[src/rtl/mem_io_bridge_if.sv]
// CPU-side byte bus of the memory/IO bridge: request address/data in, read data and
// back-pressure out.
interface mem_io_bridge_if;
  logic [31:0] cpu_a;
  logic        cpu_wr;
  logic [7:0]  cpu_dout;
  logic [7:0]  cpu_din;
  logic        io_buffer_full;

  modport master (
    output cpu_a,
    output cpu_wr,
    output cpu_dout,
    input  cpu_din,
    input  io_buffer_full
  );

  modport slave (
    input  cpu_a,
    input  cpu_wr,
    input  cpu_dout,
    output cpu_din,
    output io_buffer_full
  );
endinterface

[src/rtl/mem_io_bridge.sv]
// Decodes CPU byte-bus cycles into RAM or the 0x3xxxx I/O window (UART TX FIFO, UART RX,
// snapshot cycle counter, program stop); every read returns data one cycle later.
module mem_io_bridge #(
  parameter int unsigned TX_FIFO_DEPTH  = 8,
  parameter int unsigned RAM_ADDR_WIDTH = 17
) (
  input  logic                      clk_in,
  input  logic                      rst_in,
  input  logic                      rdy_in,
  mem_io_bridge_if.slave            cpu,
  output logic [RAM_ADDR_WIDTH-1:0] ram_a,
  output logic                      ram_we,
  output logic [7:0]                ram_wdata,
  input  logic [7:0]                ram_rdata,
  output logic [7:0]                tx_data,
  output logic                      tx_valid,
  input  logic                      tx_ready,
  input  logic [7:0]                rx_data,
  input  logic                      rx_valid,
  output logic                      rx_pop,
  output logic                      program_stop,
  output logic                      tx_overflow
);

  localparam int unsigned PtrW = $clog2(TX_FIFO_DEPTH);
  localparam int unsigned CntW = PtrW + 1;
  localparam logic [CntW-1:0] DepthCnt    = CntW'(TX_FIFO_DEPTH);
  localparam logic [CntW-1:0] NearFullCnt = CntW'(TX_FIFO_DEPTH - 2);

  localparam logic [17:0] AddrUart  = 18'h30000;
  localparam logic [17:0] AddrCnt0  = 18'h30004;
  localparam logic [17:0] AddrCnt1  = 18'h30005;
  localparam logic [17:0] AddrCnt2  = 18'h30006;
  localparam logic [17:0] AddrCnt3  = 18'h30007;

  logic [17:0] io_addr;
  logic        is_io;
  logic        rd_io, wr_io;
  logic        tx_wr, push, pop, drop;

  logic            sel_q, sel_d;
  logic [7:0]      io_rdata_q, io_rdata_d;
  logic [31:0]     cnt_q, cnt_d;
  logic [31:0]     snap_q, snap_d;
  logic [PtrW-1:0] wr_ptr_q, wr_ptr_d, rd_ptr_q, rd_ptr_d;
  logic [CntW-1:0] count_q, count_d;
  logic            stop_pending_q, stop_pending_d;
  logic            program_stop_q, program_stop_d;
  logic            tx_overflow_q, tx_overflow_d;
  logic [7:0]      fifo_mem [TX_FIFO_DEPTH];

  // Upper address bits are outside the decoded space.
  logic unused_addr;
  assign unused_addr = ^cpu.cpu_a[31:18];

  assign io_addr = cpu.cpu_a[17:0];
  assign is_io   = (io_addr[17:16] == 2'b11);
  assign rd_io   = rdy_in & is_io & ~cpu.cpu_wr;
  assign wr_io   = rdy_in & is_io & cpu.cpu_wr;

  assign ram_a     = cpu.cpu_a[RAM_ADDR_WIDTH-1:0];
  assign ram_we    = rdy_in & ~is_io & cpu.cpu_wr;
  assign ram_wdata = cpu.cpu_dout;

  assign rx_pop   = rd_io & (io_addr == AddrUart) & rx_valid;
  assign tx_valid = (count_q != '0);
  assign tx_data  = fifo_mem[rd_ptr_q];

  // A 0x00 write to the UART port is a no-op, not a pushed byte.
  assign tx_wr = wr_io & (io_addr == AddrUart) & (cpu.cpu_dout != 8'h00);
  assign push  = tx_wr & (count_q != DepthCnt);
  assign drop  = tx_wr & (count_q == DepthCnt);
  assign pop   = tx_valid & tx_ready;

  assign cpu.cpu_din        = sel_q ? io_rdata_q : ram_rdata;
  // Two entries of headroom cover the write already in flight when the flag rises.
  assign cpu.io_buffer_full = (count_q >= NearFullCnt);
  assign program_stop       = program_stop_q;
  assign tx_overflow        = tx_overflow_q;

  always_comb begin
    sel_d          = sel_q;
    io_rdata_d     = io_rdata_q;
    snap_d         = snap_q;
    cnt_d          = cnt_q;
    stop_pending_d = stop_pending_q;
    if (rdy_in) begin
      cnt_d = cnt_q + 32'd1;
      sel_d = is_io;
    end
    if (rd_io) begin
      case (io_addr)
        AddrUart: io_rdata_d = rx_valid ? rx_data : 8'h00;
        AddrCnt0: begin
          snap_d     = cnt_q;
          io_rdata_d = cnt_q[7:0];
        end
        AddrCnt1: io_rdata_d = snap_q[15:8];
        AddrCnt2: io_rdata_d = snap_q[23:16];
        AddrCnt3: io_rdata_d = snap_q[31:24];
        default:  io_rdata_d = 8'h00;
      endcase
    end
    if (wr_io && (io_addr == AddrCnt0)) begin
      stop_pending_d = 1'b1;
    end
  end

  always_comb begin
    wr_ptr_d = wr_ptr_q;
    rd_ptr_d = rd_ptr_q;
    count_d  = count_q;
    if (push) wr_ptr_d = wr_ptr_q + PtrW'(1);
    if (pop)  rd_ptr_d = rd_ptr_q + PtrW'(1);
    case ({push, pop})
      2'b10:   count_d = count_q + CntW'(1);
      2'b01:   count_d = count_q - CntW'(1);
      default: count_d = count_q;
    endcase
    tx_overflow_d  = tx_overflow_q | drop;
    program_stop_d = program_stop_q | (stop_pending_q & (count_q == '0) & ~push);
  end

  always_ff @(posedge clk_in) begin
    if (rst_in) begin
      sel_q          <= 1'b1;
      io_rdata_q     <= 8'h00;
      cnt_q          <= '0;
      snap_q         <= '0;
      wr_ptr_q       <= '0;
      rd_ptr_q       <= '0;
      count_q        <= '0;
      stop_pending_q <= 1'b0;
      program_stop_q <= 1'b0;
      tx_overflow_q  <= 1'b0;
    end else begin
      sel_q          <= sel_d;
      io_rdata_q     <= io_rdata_d;
      cnt_q          <= cnt_d;
      snap_q         <= snap_d;
      wr_ptr_q       <= wr_ptr_d;
      rd_ptr_q       <= rd_ptr_d;
      count_q        <= count_d;
      stop_pending_q <= stop_pending_d;
      program_stop_q <= program_stop_d;
      tx_overflow_q  <= tx_overflow_d;
    end
  end

  always_ff @(posedge clk_in) begin
    if (push) fifo_mem[wr_ptr_q] <= cpu.cpu_dout;
  end

endmodule
[src/flat_wrapper.sv]
// flat-port wrapper written by rule: the top's interface ports become plain ports
module mem_io_bridge_flat 
#(
  parameter int unsigned TX_FIFO_DEPTH  = 8,
  parameter int unsigned RAM_ADDR_WIDTH = 17
)
  (clk_in, rst_in, rdy_in, ram_a, ram_we, ram_wdata, ram_rdata, tx_data, tx_valid, tx_ready, rx_data, rx_valid, rx_pop, program_stop, tx_overflow, cpu_cpu_a, cpu_cpu_wr, cpu_cpu_dout, cpu_cpu_din, cpu_io_buffer_full);
  mem_io_bridge_if cpu_i ();
  input  logic clk_in;
  input  logic rst_in;
  input  logic rdy_in;
  output logic [RAM_ADDR_WIDTH-1:0] ram_a;
  output logic ram_we;
  output logic [7:0] ram_wdata;
  input  logic [7:0] ram_rdata;
  output logic [7:0] tx_data;
  output logic tx_valid;
  input  logic tx_ready;
  input  logic [7:0] rx_data;
  input  logic rx_valid;
  output logic rx_pop;
  output logic program_stop;
  output logic tx_overflow;
  input wire logic [$bits(cpu_i.cpu_a)-1:0] cpu_cpu_a;
  input wire logic [$bits(cpu_i.cpu_wr)-1:0] cpu_cpu_wr;
  input wire logic [$bits(cpu_i.cpu_dout)-1:0] cpu_cpu_dout;
  output wire logic [$bits(cpu_i.cpu_din)-1:0] cpu_cpu_din;
  output wire logic [$bits(cpu_i.io_buffer_full)-1:0] cpu_io_buffer_full;
  assign cpu_i.cpu_a = cpu_cpu_a;
  assign cpu_i.cpu_wr = cpu_cpu_wr;
  assign cpu_i.cpu_dout = cpu_cpu_dout;
  assign cpu_cpu_din = cpu_i.cpu_din;
  assign cpu_io_buffer_full = cpu_i.io_buffer_full;
  mem_io_bridge #(.TX_FIFO_DEPTH(TX_FIFO_DEPTH), .RAM_ADDR_WIDTH(RAM_ADDR_WIDTH)) u_core (.clk_in(clk_in), .rst_in(rst_in), .rdy_in(rdy_in), .cpu(cpu_i), .ram_a(ram_a), .ram_we(ram_we), .ram_wdata(ram_wdata), .ram_rdata(ram_rdata), .tx_data(tx_data), .tx_valid(tx_valid), .tx_ready(tx_ready), .rx_data(rx_data), .rx_valid(rx_valid), .rx_pop(rx_pop), .program_stop(program_stop), .tx_overflow(tx_overflow));
endmodule
[config.mk]
export PLATFORM = sky130hd
export DESIGN_NAME = mem_io_bridge_flat
export DESIGN_NICKNAME = d
export VERILOG_FILES = /design/src/rtl/mem_io_bridge_if.sv /design/src/rtl/mem_io_bridge.sv /design/src/flat_wrapper.sv
export SDC_FILE = /design/constraint.sdc
export NUM_CORES = 1
export LEC_CHECK = 0
export BUFFER_PORTS_ARGS = -buffer_cell sky130_fd_sc_hd__buf_4
export CAP_MARGIN = 5
export CORE_ASPECT_RATIO = 1.1
export CORE_MARGIN = 3
export CORE_UTILIZATION = 30
export DETAILED_ROUTE_END_ITERATION = 10
export GPL_TIMING_DRIVEN = 0
export HOLD_SLACK_MARGIN = 0.12
export PLACE_DENSITY = 0.55
export SETUP_SLACK_MARGIN = 0.3
export SLEW_MARGIN = 20
export SYNTH_ARGS = -nofsm -noshare
export SYNTH_HDL_FRONTEND = slang
export SYNTH_SLANG_ARGS = --single-unit
export TNS_END_PERCENT = 100
[constraint.sdc]
create_clock -name clk_in -period 7.8 [get_ports clk_in]
set_input_delay 0.78 -clock clk_in [delete_from_list [all_inputs] [get_ports clk_in]]
set_output_delay 0.78 -clock clk_in [all_outputs]
set_load 0.02 [all_outputs]
==> flow_metrics.env <==
export IMPL_clkSinkCount=145
export IMPL_period_needed_ns=3.59
export IMPL_fin_crit_sh_pct=46.1
export IMPL_htree_levels=4
export IMPL_gp_congestion=0.812
export IMPL_grt_antenna_before_repair=0
export IMPL_p_switching_mw=0.373
export IMPL_synth_nets=655
export IMPL_synth_cell_types=47
export IMPL_ant_nets=0
export IMPL_cts_resized=0
export IMPL_fin_setup_tns_ns=0
export IMPL_cts_tree="done"
export IMPL_syn_area_per_cell_um2=11.3
export IMPL_drc=0
export IMPL_setup_viol=0
export IMPL_vias=4921
export IMPL_crit_required_ns=7.02
export IMPL_first_pass_iters=5
export IMPL_synth_area_um2=6630
export IMPL_worstPathArrival_ns=2.81
export IMPL_post_drt_wl_per_cell_um=17.3
export IMPL_grt_max_degree=17
export IMPL_drt_iter0_drc=308
export IMPL_setup_worst_path_class="input port to primary output"
export IMPL_layout_commonest_cell="buf_4"
export IMPL_hp_class="flip-flop to flip-flop"
export IMPL_fillers=2116
export IMPL_hpwl_um=12600
export IMPL_clk_pin_slew_ns=0.06
export IMPL_pwr_share_seq_pct=48.4
export IMPL_finalMaxSlewViolations=0
export IMPL_via_per_inst=4.92
export IMPL_internal_power_mw=1.28
export IMPL_post_cts_buffers=0
export IMPL_switching_share_pct=22.6
export IMPL_final_core_util_pct=38.3
export IMPL_power_leakage_nw=2.83
export IMPL_synth_edff_count=64
export IMPL_ios=109
export IMPL_ys_seq_area_share_pct=53.4
export IMPL_dieArea_um2=23900
export IMPL_first_global_vias=4817
export IMPL_antenna_cells=0
export IMPL_pwr_share_clk_pct=45.5
export IMPL_grt_overflow=0
export IMPL_fp_dieW_um=148
export IMPL_synthToLayoutAreaGrowth_pct=24.2
export IMPL_io_buffers=91
export IMPL_clockBufferDepth=2
export IMPL_start_kind="input port"
export IMPL_register_area_um2=3540
export IMPL_multi_input_area_um2=2680
export IMPL_ys_flop_type="dfxtp_1"
export IMPL_tightest_slew_ns=0.897
export IMPL_holdWs_ns=0.456
export IMPL_yosysWarnings=0
export IMPL_nets=765
export IMPL_wl_um=17300
export IMPL_synthArstFlopShare_pct=0
export IMPL_end_kind="primary output"
export IMPL_hold_viol=0
export IMPL_rsz0062_at_grt="no"
export IMPL_coreArea_um2=21500
export IMPL_synth_top_area_share_pct=29.0
export IMPL_combinationalPowerShare_pct=6.1
export IMPL_max_slew_margin_rel_pct=40.0
export IMPL_worstPathMaxFanout=10
export IMPL_finalClockSkew_ns=0.00608
export IMPL_worst_skew_pair_late_latency_ns=0.42
export IMPL_final_cell_mix="buf_4 (116), dfxtp_1 (81), edfxtp_1 (64)"
export IMPL_maxCapViolCount=0
export IMPL_fp_row_count=56
export IMPL_cts_root_buf="clkbuf_16"
export IMPL_yosysTopAreaCell="edfxtp_1"
export IMPL_grt_usage_pct=14.8
export IMPL_die_y_um=162
export IMPL_synth_area_leaders="edfxtp_1 (29%), dfxtp_1 (24%), mux4_2 (8.1%), a21oi_1 (4.0%), nand3_1 (3.4%)"
export IMPL_drive_gt1_share_pct=28.9
export IMPL_cellPowerDensity_nw_per_um2=200
export IMPL_ys_seq_elements=145
export IMPL_cts_buffers=17
export IMPL_start_util_pct=30.8
export IMPL_grt_pass1_wl_um=27200
export IMPL_max_freq_mhz=278
export IMPL_ir_drop_uv=153
export IMPL_holdBufCountCts=0
export IMPL_synthCells=587
export IMPL_status="finished clean"
power groups by stage:
stage | Clock [mW] | Combinational [mW] | Sequential (mW)
after floorplan | 0 | 0.0487 | 0.813
after global placement | 0 | 0.100 | 0.814
after detailed placement | 0 | 0.101 | 0.814
after CTS | 0.763 | 0.101 | 0.797
after global routing | 0.794 | 0.107 | 0.798
final | 0.750 | 0.100 | 0.797
cell usage after synthesis, types with 2 or more instances:
cell type,count
or4_1,14
a21oi_1,53
inv_1,13
or4_4,2
nand2_1,16
and4_1,5
o21ai_0,34
nand3_1,45
a31oi_1,8
dfxtp_1,81
nor3_1,5
buf_1,4
nand4_1,20
edfxtp_1,64
a31o_2,2
nor4_1,7
buf_6,2
o21bai_1,8
o31ai_1,13
nor3b_1,2
and3_1,2
nor2b_1,8
buf_2,6
buf_4,25
xnor2_1,8
nor2_1,28
clkbuf_1,32
xor2_1,7
mux2_2,18
or3_1,9
mux2i_1,2
mux4_2,24
ha_1,6
per-layer routing:
metal  GRT usage [%]  up-vias  part of all wire (%)
met4            3.69        0                  0.66
met5               0        -                     0
met2            24.1      140                    49
met3            3.49        7                   6.1
met1            19.9     2347                    45
li1                -     2427                     -
registers in the layout (all words and copies together), names as in the netlist, named ones only:
signal                 cells
u_core.cnt_q              32
u_core.count_q             4
u_core.fifo_mem           64
u_core.io_rdata_q          8
u_core.program_stop        1
u_core.rd_ptr_q            3
u_core.sel_q               1
u_core.snap_q             24
u_core.stop_pending_q      1
u_core.tx_overflow         1
u_core.wr_ptr_q            3
logic make-up (layout without fill, tap and decap cells):
family | after synthesis | in the layout | share of synthesized area [%]
AND/OR/NAND/NOR | 172 | 172 | 14.8
flip-flops | 145 | 145 | 53.4
AO/OA/AOI/OAI | 122 | 122 | 10.6
buffers and inverters | 82 | 205 | 6.40
multiplexers | 45 | 45 | 11.7
XOR/XNOR | 15 | 15 | 1.98
adder cells (fa/ha/maj) | 6 | 6 | 1.13
worst paths after layout:
| check | slack, ns | depth (start not counted) | start | to |
|---|---|---|---|---|
| max | 4.21 | 5 | cpu_cpu_a[0] | rx_pop |
| min | 0.46 | 2 | u_core.stop_pending_q | u_core.stop_pending_q |
| max reg2reg | 4.71 | 11 | u_core.count_q[1] | u_core.count_q[2] |
| min reg2reg | 0.46 | 2 | u_core.stop_pending_q | u_core.stop_pending_q |
metrics by stage:
stage	instance area [um2]	worst slack [ns]	std cells	total power [mW]
3_5_place_dp	7690	3.86	968	0.915
4_1_cts	8240	4.24	1000	1.66
6_report	8240	4.21	1000	1.65
5_1_grt	8240	4.00	1000	1.70
3_3_place_gp	7680	3.59	968	0.914
2_1_floorplan	6630	4.64	587	0.862
area by class of cell:
type	count	share of cell area [%]
plain buffers	69	4.56
well taps	290	4.41
repair buffers	91	8.29
inverters	13	0.592
flip-flops and latches	145	43.0
clock inverters	15	1.43
multi-input cells	360	32.5
clock buffers	17	5.16
critical path: stages:
cell and delay, ns:
clkbuf_1 0.30, nor4_4 0.67, clkbuf_1 0.50, and4_1 0.38
buf_4 0.18
No activity file was read; power rests on OpenSTA's default activity.
